--- src/rtl/fifo_wr_req.sv ---
// Write-side initiator for the FIFO acknowledgement handshake.
// Requests access, then streams a paced burst while tracking the write pointer.
module fifo_wr_req #(
    parameter int DATASIZE  = 8,
    parameter int ADDRSIZE  = 10,
    parameter int BURST_LEN = 1024
) (
    input  logic                wclk,
    input  logic                wrst_n,
    input  logic                start,
    input  logic [1:0]          widle_cfg,
    input  logic                wack,
    input  logic                wfull,
    output logic                wen,
    output logic [1:0]          widle,
    output logic                winc,
    output logic [ADDRSIZE-1:0] waddr,
    output logic [ADDRSIZE:0]   wptr,
    output logic [DATASIZE-1:0] wdata,
    output logic                busy,
    output logic                done
);

    typedef enum logic [2:0] {
        IDLE,
        REQ,
        WRITE,
        GAP,
        DONE
    } state_t;

    localparam logic [ADDRSIZE:0] LAST = (ADDRSIZE+1)'(BURST_LEN - 1);

    state_t            state, state_nx;
    logic [ADDRSIZE:0] cnt, cnt_nx;
    logic [1:0]        gap, gap_nx;
    logic [1:0]        widle_nx;
    logic              winc_nx;
    logic              adv;

    // winc is registered, so a high winc in WRITE is a write happening now
    assign adv   = (state == WRITE) && winc;
    assign waddr = wptr[ADDRSIZE-1:0];

    always_comb begin
        state_nx = state;
        cnt_nx   = cnt;
        gap_nx   = gap;
        widle_nx = widle;
        winc_nx  = 1'b0;
        unique case (state)
            IDLE: begin
                if (start) begin
                    widle_nx = widle_cfg;
                    cnt_nx   = '0;
                    state_nx = REQ;
                end
            end
            REQ: begin
                if (wack) begin
                    state_nx = WRITE;
                    winc_nx  = !wfull;
                end
            end
            WRITE: begin
                if (winc) begin
                    cnt_nx = cnt + 1'b1;
                    if (cnt == LAST) begin
                        state_nx = DONE;
                    end else if (widle != 2'd0) begin
                        state_nx = GAP;
                        gap_nx   = widle;
                    end else begin
                        winc_nx = !wfull;
                    end
                end else begin
                    winc_nx = !wfull;
                end
            end
            GAP: begin
                gap_nx = gap - 2'd1;
                if (gap <= 2'd1) begin
                    gap_nx   = 2'd0;
                    state_nx = WRITE;
                    winc_nx  = !wfull;
                end
            end
            DONE: begin
                state_nx = IDLE;
            end
            default: begin
                state_nx = IDLE;
            end
        endcase
    end

    always_ff @(posedge wclk or negedge wrst_n) begin
        if (!wrst_n) begin
            state <= IDLE;
            cnt   <= '0;
            gap   <= '0;
            widle <= '0;
            winc  <= 1'b0;
            wen   <= 1'b0;
            busy  <= 1'b0;
            done  <= 1'b0;
            wptr  <= '0;
            wdata <= '0;
        end else begin
            state <= state_nx;
            cnt   <= cnt_nx;
            gap   <= gap_nx;
            widle <= widle_nx;
            winc  <= winc_nx;
            wen   <= (state_nx == REQ) || (state_nx == WRITE) ||
                     (state_nx == GAP);
            busy  <= (state_nx != IDLE);
            done  <= (state_nx == DONE);
            if (adv) begin
                wptr  <= wptr + 1'b1;
                wdata <= wdata + 1'b1;
            end
        end
    end

endmodule

--- config.mk ---
export PLATFORM = sky130hd
export DESIGN_NAME = fifo_wr_req
export DESIGN_NICKNAME = d
export VERILOG_FILES = /design/src/rtl/fifo_wr_req.sv
export SDC_FILE = /design/constraint.sdc
export NUM_CORES = 1
export LEC_CHECK = 0
export ABC_AREA = 1
export ABC_CLOCK_PERIOD_IN_PS = 1800
export BUFFER_PORTS_ARGS = -buffer_cell sky130_fd_sc_hd__buf_2
export CORE_ASPECT_RATIO = 1.2
export CORE_UTILIZATION = 51
export DETAILED_ROUTE_END_ITERATION = 16
export PLACE_DENSITY_LB_ADDON = 0.3
export SETUP_SLACK_MARGIN = 0.5
export SYNTH_ARGS = -nofsm -noshare
export SYNTH_HDL_FRONTEND = slang
export SYNTH_SLANG_ARGS = --single-unit
--- constraint.sdc ---
create_clock -name wclk -period 1.8 [get_ports wclk]
set_clock_uncertainty 0.05 [all_clocks]
set_input_delay 0.09 -clock wclk [delete_from_list [all_inputs] [get_ports wclk]]
set_output_delay 0.09 -clock wclk [all_outputs]
set_load 0.005 [all_outputs]
==> results.md, run 1 <==
- Design area: 3124 um2
- Clk pwr share: 16.3%
- Fin. Hold Viols: 0
- Crit path kind: reg2reg
- Iter 0 DRT Violations: 136
- CP Data Arrival Time: 1.53 ns
- CTS root buffer: clkbuf_8
- Die H: 75.30 um
- Initial core utilization: 53.58%
- DIE WIDTH: 63.08 um
- WHS Endpoint: winc
- Global route overflow: 0
- R2R cell count: 5
- Clock Path Buffers: 2
- Synth Cell Area: 2283 um2
- Antenna diodes: 0
- Worst hold path type: in2reg
- Boundary pin count: 42
- Max stage delay on crit path: 0.48 ns
- WL final: 5.972 mm
- P_int: 2.188 mW
- Family with the most delay on the worst path: flip-flops
- Largest net degree at the start of global routing: 42
- Final ANT Viol Nets: 0
- Post-Synth Simple-Gate Area: 32.38%
- Mapped Avg Cell Area: 7.901 um2
- Slew Limit Fails: 0
- Number of global-route vias before repair: 1,794
- Worst-path clk slew: 0.08 ns
- Synth top area share: 44.93%
- Post-synth top cells: nand2_1 (78), dfrtp_1 (41), inv_1 (34), nor2_1 (33), nand3_1 (23)
- Setup_tns: 0 ns
- H-tree depth: 2
- Register Area: 1033 um2
- First-pass iteration count of the detailed router: 4
- Power Density: 1186 nW/um2
- Sequential area share after synthesis: 44.93%
- Utilization after layout: 73.31%
- NetSw: 1.516 mW
- Cell mode on critical path: nor2_1
- Die area: 4750 um2
- Main synth FF type: dfrtp_1
- Startpoint types: register
- TritonCTS clock tree: yes
- Worst r2r src: state[1]
- Worst-margin pin slew: 0.2663 ns
- Dpl ws: 0.2923 ns
- Final setup viols: 0
- CP max-delay cell: dfrtp_2
- Count leader, synth: nand2_1
- Global-route usage over all layers: 21.47%
- Clock Sinks: 41
- Final WS setup: 0.3953 ns
- Largest family of logic cells by synthesized area: simple AND/OR/NAND/NOR gates
- DR WL/cell: 14.12 um
- Synth Register Bits: 41
- EDFF count, synth: 0
- Status: complete, no violations
- Slew Limit Headroom: 82.18%
- Reg power frac: 36.4%
- Unrepaired setup endpoints after global routing: true
- Hold depth: 4
- Post-detail-place hpwl: 3.179 mm
- Netlist cell types: 27
- Cell count after synthesis: 289
- Multiplexer share of the synthesized area: 0%
- Worst EP required: 1.93 ns
- Maxcap violations: 0
- Initial antenna violation count: 0
- First-pass GRT wire length: 7.900 mm
- Vias post-DR: 2,221
- CP Depth: 5
- Max Fanout on Critical Path: 4
- Sw Ratio: 40.93%
- Synth warnings: 0
- Buffers on Ports: 41
- Synth area leader: dfrtp_1
- Core ar.: 4262 um2
- Post-synth ARST share: 100.0%
- Pleak: 1.564 nW
- Minimum clock period: 1.405 ns
- Hold path start: wfull
- CP Capture Type: register
- IR Drop Worst-Case VDD: 0.8666 mV
- Ordered cell list for the critical path: buf_4 > nor2_1 > nor2_1 > a21oi_4 > nand3_2
- Routability cong.: 0.8545
- Final period util: 78.04%
- RR Endpoint: busy
- Worst path buffer plus inverter count: 1
- Worst reg-to-reg setup slack: 0.40 ns
- Layout Area Growth over Synthesis: 36.82%
- Synth Area in Compound Gates: 5.699%
- Filler Cell Count: 301
- Max frequency: 0.7119 GHz
- Synth area leaders: dfrtp_1 (45%), nand2_1 (13%), inv_1 (5.6%), nor2_1 (5.4%), nand3_1 (5.0%)
- NumNets Final: 376
- Combinational share of power: 47.2%
- Layout cells sized above 1: 36.24%
- # DRC: 0
- Syn Nets: 299
- Clock Latency Late Sink: 0.30 ns
- Num CTS Buffers: 5
- Placed cell area: 2497 um2
- Row count: 26
- Adder-Cell Fraction of Synth Area: 1.644%
- Multi-input gate area: 1225 um2
- Xor/xnor cell area share of the yosys netlist: 4.986%
- Via/cell ratio: 5.251
[cell type report]
| class | instances | area share (%) |
|---|---|---|
| Clock buffer | 5 | 2.203 |
| Clock inverter | 3 | 0.5607 |
| Inverter | 35 | 4.405 |
| Multi-Input combinational cell | 200 | 39.21 |
| Sequential cell | 41 | 33.08 |
| Tap cell | 56 | 2.243 |
| Timing Repair Buffer | 83 | 18.30 |
[stage by stage]
| stage | power (mW) | std cells | hold slack [ns] |
|---|---|---|---|
| 6_report | 3.705 | 423 | 0.05332 |
| 5_1_grt | 3.901 | 423 | 0.06196 |
| 4_1_cts | 3.235 | 401 | 0.01729 |
| 3_3_place_gp | 2.360 | 375 | 0.03318 |
| 3_5_place_dp | 2.400 | 375 | 0.02906 |
| 2_1_floorplan | 2.108 | 289 | -0.2556 |
[per-layer routing]
metal / vias to the layer above / global-route usage [%] / part of all wire [%]
met5: - / 0 / 0
met4: 0 / 10.08 / 1.5
met3: 13 / 4.341 / 4.5
met2: 93 / 37.75 / 53
met1: 1050 / 25.60 / 41
li1: 1065 / - / -
[worst register-to-register path, stage by stage (launching register included)]
cell	delay (ns)
dfrtp_2	0.48
buf_4	0.17
nor2_1	0.19
nor2_1	0.12
a21oi_4	0.18
nand3_2	0.10
[how the worst max path moves through the flow]
| stage | to | slack [ns] | startpoint |
|---|---|---|---|
| finish | busy | 0.40 | state[1] |
| detailed placement | busy | 0.29 | cnt[1] |
| global placement | busy | 0.36 | cnt[1] |
| global route | busy | 0.38 | state[1] |
| floorplan | busy | 0.47 | cnt[1] |
| CTS | wptr[2] | 0.46 | state[2] |
[repair_timing]
action | 4_1_cts | 5_1_grt
hold endpoints to repair | 43 | 0
cloned | 0 | 1
endpoints found under the setup margin | 28 | 37
buffers inserted | 15 | 21
pin swaps | 7 | 16
hold buffers | 3 | 0
gates resized for setup | 24 | 38
[power groups by stage]
stage          logic [mW]  clock network [mW]  registers [mW]
4_1_cts              1.29               0.613            1.34
2_1_floorplan       0.783                   0            1.33
3_3_place_gp         1.02                   0            1.34
5_1_grt              1.88               0.650            1.37
6_report             1.75               0.605            1.35
3_5_place_dp         1.05                   0            1.35
[registers in the layout, indices dropped and copies added, names as in the netlist]
name,count
winc,1
wen,1
wptr,11
wdata,8
cnt,11
done,1
gap,2
state,3
busy,1
widle,2
[logic make-up (layout without fill, tap and decap cells)]
logic type | Yosys count | after routing
AOI/OAI and AO/OA | 24 | 24
xor gates and xnor gates | 13 | 13
adders and majority gates | 3 | 3
buffers and inverters | 48 | 126
DFF | 41 | 41
and+or+nand+nor | 160 | 160
[placed cells by master, fill, tap and decap left out, drive strengths merged]
| master | synthesis | final |
|---|---|---|
| a21o | 1 | 1 |
| a21oi | 8 | 8 |
| buf | 13 | 80 |
| clkbuf | 0 | 5 |
| clkinv | 1 | 3 |
| clkinvlp | 0 | 1 |
| dfrtp | 41 | 41 |
| dlygate4sd3 | 0 | 3 |
| ha | 3 | 3 |
| inv | 34 | 34 |
| nand2 | 81 | 81 |
| nand3 | 25 | 25 |
| nand3b | 3 | 3 |
| nand4 | 10 | 10 |
| nor2 | 35 | 35 |
| nor3 | 6 | 6 |
| o21ai | 13 | 13 |
| o21bai | 1 | 1 |
| o22ai | 1 | 1 |
| xnor2 | 3 | 3 |
| xor2 | 10 | 10 |
Power figures use the tool's default switching activity.
==> run 2, diff against run 1 <==
Settings changed: ABC_CLOCK_PERIOD_IN_PS 1800 to 1400.
Clock period 1.8 ns to 1.4 ns, I/O delays scaled along.
==> run 2 against run 1 <==
  * The flow now finishes with violations (negative setup slack)
  * Non-clock buffer count increased by 14
  * Cell count increased by 4.0%
  * Critical endpoint is now wen
  * Sequential share of layout area decreased by 3.3 points
  * Combinational power increased by 52%
  * Via count increased by 6.4%
  * Worst hold slack got worse by 0.037 ns
  * Critical path depth increased by 1
  * First-iteration DRC count increased by 28%
  * Routed wire length increased by 15%
  * Core utilization increased by 8.3 points
==> results.md, run 2 (synthesis results as in run 1) <==
- Status: complete, but fails checks
- Failing checks: negative setup slack
- Final WS setup: -0.01680 ns (-0.4121 ns)
- Final setup viols: 2 (+2)
- Maxcap violations: 0 (unchanged)
- Slew Limit Fails: 0 (unchanged)
- Ordered cell list for the critical path: ha_4 > nand3_4 > nor2_4 > nand3_2 > a21oi_2 > nand2_1
- Final ANT Viol Nets: 0 (unchanged)
- CTS root buffer: clkbuf_8
- Worst-margin pin slew: 0.3134 ns (+0.04712 ns)
- Routability cong.: 0.8571 (+0.30%)
- Power Density: 1563 nW/um2 (+32%)
- Number of global-route vias before repair: 2,009 (+12%)
- Vias post-DR: 2,363 (+6.4%)
- Crit path kind: reg2reg
- Unrepaired setup endpoints after global routing: true
- Fin. Hold Viols: 0 (unchanged)
- Clock Path Buffers: 2 (unchanged)
- Initial core utilization: 53.58% (unchanged)
- Commonest non-fill, non-tap cells in the layout: nand2_1 (64), dfrtp_1 (34), buf_4 (34)
- IR Drop Worst-Case VDD: 1.230 mV (+42%)
- Largest regs: cnt: 11 flops, wptr: 11 flops, wdata: 8 flops
- CP max-delay cell: dfrtp_1
- Die H: 75.30 um (unchanged)
- Minimum clock period: 1.417 ns (+0.01213 ns)
- Max Fanout on Critical Path: 3 (-1)
- Pleak: 1.751 nW (+12%)
- TritonCTS clock tree: yes
- WL final: 6.866 mm (+15%)
- Buffers on Ports: 41 (unchanged)
- P_int: 3.304 mW (+51%)
- Antenna diodes: 0 (unchanged)
- Layout cells sized above 1: 45.05% (+8.8 points)
- CP Data Arrival Time: 1.55 ns (+0.02 ns)
- Clock Sinks: 41 (unchanged)
- First-pass GRT wire length: 8.618 mm (+9.1%)
- Initial antenna violation count: 0 (unchanged)
- Utilization after layout: 81.56% (+8.3 points)
- Clk pwr share: 18.9% (+2.6 points)
- Die area: 4750 um2 (unchanged)
- Post-detail-place hpwl: 3.478 mm (+9.4%)
- Row count: 26 (unchanged)
- Iter 0 DRT Violations: 174 (+28%)
- Sw Ratio: 39.19% (-1.7 points)
- Startpoint types: register
- Commonest non-fill, non-tap cell in the layout: nand2_1
- Layout Area Growth over Synthesis: 52.22%
- Worst-path clk slew: 0.08 ns (about the same)
- Filler Cell Count: 244 (-19%)
- Clock Latency Late Sink: 0.30 ns (about the same)
- First-pass iteration count of the detailed router: 4 (unchanged)
- Max frequency: 0.7058 GHz (-0.86%)
- Boundary pin count: 42 (unchanged)
- NumNets Final: 393 (+4.5%)
- # DRC: 0 (unchanged)
- Worst path buffer plus inverter count: 0 (-1)
- Setup_tns: -0.02280 ns (-0.02280 ns)
- Max stage delay on crit path: 0.41 ns (-0.07 ns)
- Combinational share of power: 49.1% (+1.9 points)
- Slew Limit Headroom: 79.11% (-3.1 points)
- Global-route usage over all layers: 23.60% (+2.1 points)
- Largest net degree at the start of global routing: 23 (-45%)
- Num CTS Buffers: 5 (unchanged)
- Worst hold path type: in2reg
- NetSw: 2.129 mW (+40%)
- Reg power frac: 32.1% (-4.3 points)
- DIE WIDTH: 63.08 um (unchanged)
- CP Capture Type: register
- Core ar.: 4262 um2 (unchanged)
- Final period util: 101.2% (+23 points)
- Worst EP required: 1.53 ns (-0.40 ns)
- Global route overflow: 0 (unchanged)
- H-tree depth: 2 (unchanged)
- DR WL/cell: 15.60 um (+11%)
- Via/cell ratio: 5.370 (+2.3%)
- Final hold slack: 0.01657 ns (-0.03676 ns)
- Family with the most delay on the worst path: simple AND/OR/NAND/NOR gates
[run 2: final cells by class]
type	instances	area, um2	area share, %
Multi-Input combinational cell	203	1340	38.55
Sequential cell	41	1035	29.77
Timing Repair Buffer	97	773.2	22.25
Inverter	35	141.4	4.068
Clock buffer	7	86.33	2.484
Tap cell	56	70.07	2.016
Clock inverter	1	30.03	0.8639
[run 2: power groups by stage]
stage	clock [mW]	sequential, mW	combinational (mW)
finish	1.03	1.74	2.66
global route	1.07	1.78	2.87
CTS	1.02	1.69	1.93
detailed placement	0	1.73	1.49
global placement	0	1.72	1.47
floorplan	0	1.72	1.09
[run 2: path summary, 6_finish.rpt]
| path | start | endpoint | slack [ns] | cells past startpoint |
|---|---|---|---|---|
| min in group asynchronous | wrst_n | wptr[2] | 0.17 | 2 |
| worst min-delay path | wfull | winc | 0.02 | 4 |
| worst max-delay path | cnt[0] | wen | -0.02 | 6 |
| worst max register to register | cnt[0] | wen | -0.02 | 6 |
| max in group asynchronous | wrst_n | state[1] | 0.70 | 3 |
| worst min register to register | wdata[6] | wdata[6] | 0.48 | 2 |
[run 2: per-layer routing]
metal  GRT usage (%)  part of all wire [%]  vias to the layer above
met3           4.940                   5.5                       18
met1           26.86                    38                     1152
met5               0                     0                        -
met4           12.40                   2.9                        0
li1                -                     -                     1100
met2           42.29                    53                       93
[run 2: metrics by stage]
| stage | cells | instance area, um2 | setup WS, ns | power, mW |
|---|---|---|---|---|
| floorplan | 289 | 2359 | 0.06905 | 2.808 |
| global placement | 385 | 2628 | 0.09000 | 3.188 |
| detailed placement | 385 | 2628 | 0.06107 | 3.222 |
| CTS | 418 | 3019 | 0.05512 | 4.640 |
| global route | 440 | 3476 | -0.07796 | 5.719 |
| finish | 440 | 3476 | -0.01680 | 5.433 |
[run 2: worst reg2reg max path, cell delays in order (launching register included)]
cell,delay (ns)
dfrtp_1,0.41
ha_4,0.18
nand3_4,0.10
nor2_4,0.12
nand3_2,0.12
a21oi_2,0.22
nand2_1,0.10
[run 2: what timing repair did]
item	4_1_cts	5_1_grt
hold buffers	4	0
cloned	1	3
resized for setup	18	65
endpoints found under the setup margin	76	94
pin swaps	7	19
hold endpoints to repair	22	0
buffers inserted	20	19
==> run 3, diff against run 2 <==
Settings changed: ABC_AREA 1 to default.
==> run 3 against run 2 <==
  * The run ends with negative hold slack, negative setup slack left
  * Sequential power is 7% higher
  * Via count decreased by 6.8%
  * Setup slack worse by 0.46 ns
  * Largest cell class unchanged
  * Cell area down 3.1%
  * Non-clock buffer count increased by 21
==> results.md, run 3 <==
- Commonest non-fill, non-tap cells in the layout: buf_4 (43), buf_6 (38), dfrtp_1 (37)
- First-pass GRT wire length: 9.459 mm (+9.8%)
- NumNets Final: 306 (-22%)
- Synth top area share: 51.90% (+7.0 points)
- TritonCTS clock tree: yes
- Die H: 70.20 um (-6.8%)
- WL final: 8.684 mm (+26%)
- Synth Cell Area: 1977 um2 (-13%)
- IR Drop Worst-Case VDD: 1.311 mV (+6.6%)
- Commonest non-fill, non-tap cell in the layout: buf_4
- Post-detail-place hpwl: 3.515 mm (+1.1%)
- Global-route usage over all layers: 31.21% (+7.6 points)
- Placed cell area: 2564 um2 (-2.4%)
- Worst-margin pin slew: 0.3411 ns (+0.02777 ns)
- First-pass iteration count of the detailed router: 8 (+4)
- Placed Cells: 305 (-21%)
- Mapped Avg Cell Area: 10.52 um2 (+33%)
- Largest regs: cnt: 11 flops, wptr: 11 flops, wdata: 8 flops
- Max stage delay on crit path: 0.46 ns (+0.05 ns)
- Final WS setup: -0.4764 ns (-0.4596 ns)
- Core ar.: 3664 um2 (-14%)
- CTS root buffer: clkbuf_8
- Number of global-route vias before repair: 1,951 (-2.9%)
- Worst path buffer plus inverter count: 1 (+1)
- Sequential area share after synthesis: 51.90% (+7.0 points)
- Iter 0 DRT Violations: 225 (+29%)
- Fin. Hold Viols: 1 (+1)
- Family with the most delay on the worst path: simple AND/OR/NAND/NOR gates
- Row count: 24 (-7.7%)
- Design area: 3368 um2 (-3.1%)
- Largest net degree at the start of global routing: 26 (+13%)
- # DRC: 0 (unchanged)
- Ordered cell list for the critical path: or2_4 > buf_8 > nor4_4 > nand3_2 > xnor2_2
- Final hold slack: -0.01124 ns (-0.02780 ns)
- Failing checks: negative hold slack, negative setup slack
- Clock Path Buffers: 2 (unchanged)
- CP Data Arrival Time: 2.01 ns (+0.46 ns)
- Routability cong.: 0.8234 (-3.9%)
- Slew Limit Fails: 0 (unchanged)
- Layout cells sized above 1: 58.92% (+14 points)
- Final non-filler cell total: 349 (-21%)
- CP max-delay cell: dfrtp_2
- Die area: 4130 um2 (-13%)
- Startpoint types: register
- Initial core utilization: 53.96% (+0.38 points)
- DIE WIDTH: 58.84 um (-6.7%)
- Clock Latency Late Sink: 0.30 ns (about the same)
- EDFF count, synth: 0 (unchanged)
- Filler Cell Count: 139 (-43%)
- CP Capture Type: register
- Layout Area Growth over Synthesis: 70.38%
- Num CTS Buffers: 5 (unchanged)
- Worst EP required: 1.54 ns (about the same)
- Power Density: 1835 nW/um2 (+17%)
- Count leader, synth: dfrtp_1
- Final period util: 134.0% (+33 points)
- Vias post-DR: 2,203 (-6.8%)
- Status: complete, but fails checks
- Pleak: 1.572 nW (-10%)
- Boundary pin count: 42 (unchanged)
- Clock Sinks: 41 (unchanged)
- Initial antenna violation count: 0 (unchanged)
- Antenna diodes: 0 (unchanged)
- Worst-path clk slew: 0.08 ns (about the same)
- Post-CTS Hold Buffers: 3 (-1)
- Main synth FF type: dfrtp_1
- Synth area leader: dfrtp_1
- Tot Pwr: 6.182 mW (+14%)
- Max frequency: 0.5329 GHz (-24%)
- Synth Register Bits: 41 (unchanged)
- Synth warnings: 0 (unchanged)
- Synth area leaders: dfrtp_1 (52%), xnor2_1 (8.0%), buf_4 (3.8%), nand3_1 (2.8%), xor2_1 (2.7%)
- Cell count after synthesis: 188 (-35%)
- H-tree depth: 2 (unchanged)
- Slew Limit Headroom: 77.09% (-2.0 points)
- Unrepaired setup endpoints after global routing: true
- Post-synth top cells: dfrtp_1 (41), xnor2_1 (18), nor2_1 (12), nand2_1 (11), nand3_1 (11)
- Worst hold path type: in2reg
- Netlist cell types: 39 (+44%)
- DR WL/cell: 24.88 um (+59%)
- Max Fanout on Critical Path: 5 (+2)
- Final ANT Viol Nets: 0 (unchanged)
- Post-synth ARST share: 100.0% (unchanged)
- Dpl ws: -0.2702 ns (-0.3312 ns)
- Via/cell ratio: 6.312 (+18%)
- Crit path kind: reg2reg
- Final setup viols: 40 (+38)
- Buffers on Ports: 41 (unchanged)
- Syn Nets: 198 (-34%)
- Maxcap violations: 0 (unchanged)
- Global route overflow: 0 (unchanged)
- Minimum clock period: 1.876 ns (+0.4596 ns)
## run 3: changes by cell type after synthesis, moves of 5 or more
cell / before / now
xnor2_1: 3 / 18
clkbuf_1: 0 / 5
nor2_1: 33 / 12
inv_1: 34 / 5
o21ai_0: 13 / 6
nand2_1: 78 / 11
nand3_1: 23 / 11
## run 3: path summary, 6_finish.rpt
path                       startpoint       end  slack, ns  cells after the start
hold reg to reg              wdata[0]  wdata[0]       0.48                      1
setup reg to reg             state[2]  wptr[10]      -0.48                      5
hold / removal                  wfull      winc      -0.01                      3
min in group asynchronous      wrst_n   wptr[5]       0.16                      2
setup / recovery             state[2]  wptr[10]      -0.48                      5
max in group asynchronous      wrst_n  widle[0]       0.71                      3
## run 3: what timing repair did
item / 4_1_cts / 5_1_grt
pin swaps: 30 / 21
endpoints found under the hold margin: 19 / 1
setup endpoints to repair: 73 / 76
buffers inserted: 23 / 9
gates cloned: 0 / 1
resized for setup: 52 / 46
## run 3: kinds of logic (layout without fill, tap and decap cells)
logic type	after synthesis	count (layout)	share of synthesized area [%]
multiplexers	5	5	2.785
AO/OA/AOI/OAI	17	17	5.254
adder cells (fa/ha/maj)	3	3	1.899
buffers and inverters	22	131	6.139
flip-flops	41	41	51.90
XOR/XNOR	24	24	10.63
AND/OR/NAND/NOR	76	76	21.39
## run 3: final cells by class
cell class | instances | area [um2] | area share (%)
multi-input cells | 125 | 1165 | 34.58
flip-flops and latches | 41 | 1031 | 30.61
repair buffers | 118 | 1008 | 29.94
clock buffers | 8 | 80.08 | 2.377
well taps | 52 | 65.06 | 1.932
inverters | 5 | 18.77 | 0.5572
## run 3: routing by layer
metal  part of all wire [%]  vias to the layer above  global-route usage, %  wire [um]
li1                       -                      870                      -          -
met1                     33                     1067                  37.95       2890
met2                     48                      197                  52.78       4179
met3                     10                       69                  4.630        883
met4                    8.4                        0                  15.34        730
met5                      0                        -                      0          0
## run 3: worst reg2reg max path: stages, from the launching register on
cell and delay, ns:
dfrtp_2 0.46, or2_4 0.28, buf_8 0.15, nor4_4 0.39, nand3_2 0.24, xnor2_2 0.21
## run 3: where the power goes
part | leakage (nW) | switching, mW | total, mW | internal [mW]
Sequential | 0.517 | 0.348 | 1.86 | 1.52
Clock | 0.0395 | 0.412 | 0.767 | 0.355
Combinational | 1.02 | 1.70 | 3.55 | 1.85
## run 3: stage by stage
step | hold slack (ns) | TNS, ns | util (%)
floorplan | -0.2756 | -2.644 | -
global placement | -0.02153 | -4.736 | 69.98
detailed placement | -0.02316 | -6.201 | 69.98
CTS | -0.03499 | -6.085 | 84.12
global route | 0.001851 | -12.42 | 91.94
finish | -0.01124 | -11.40 | 91.94
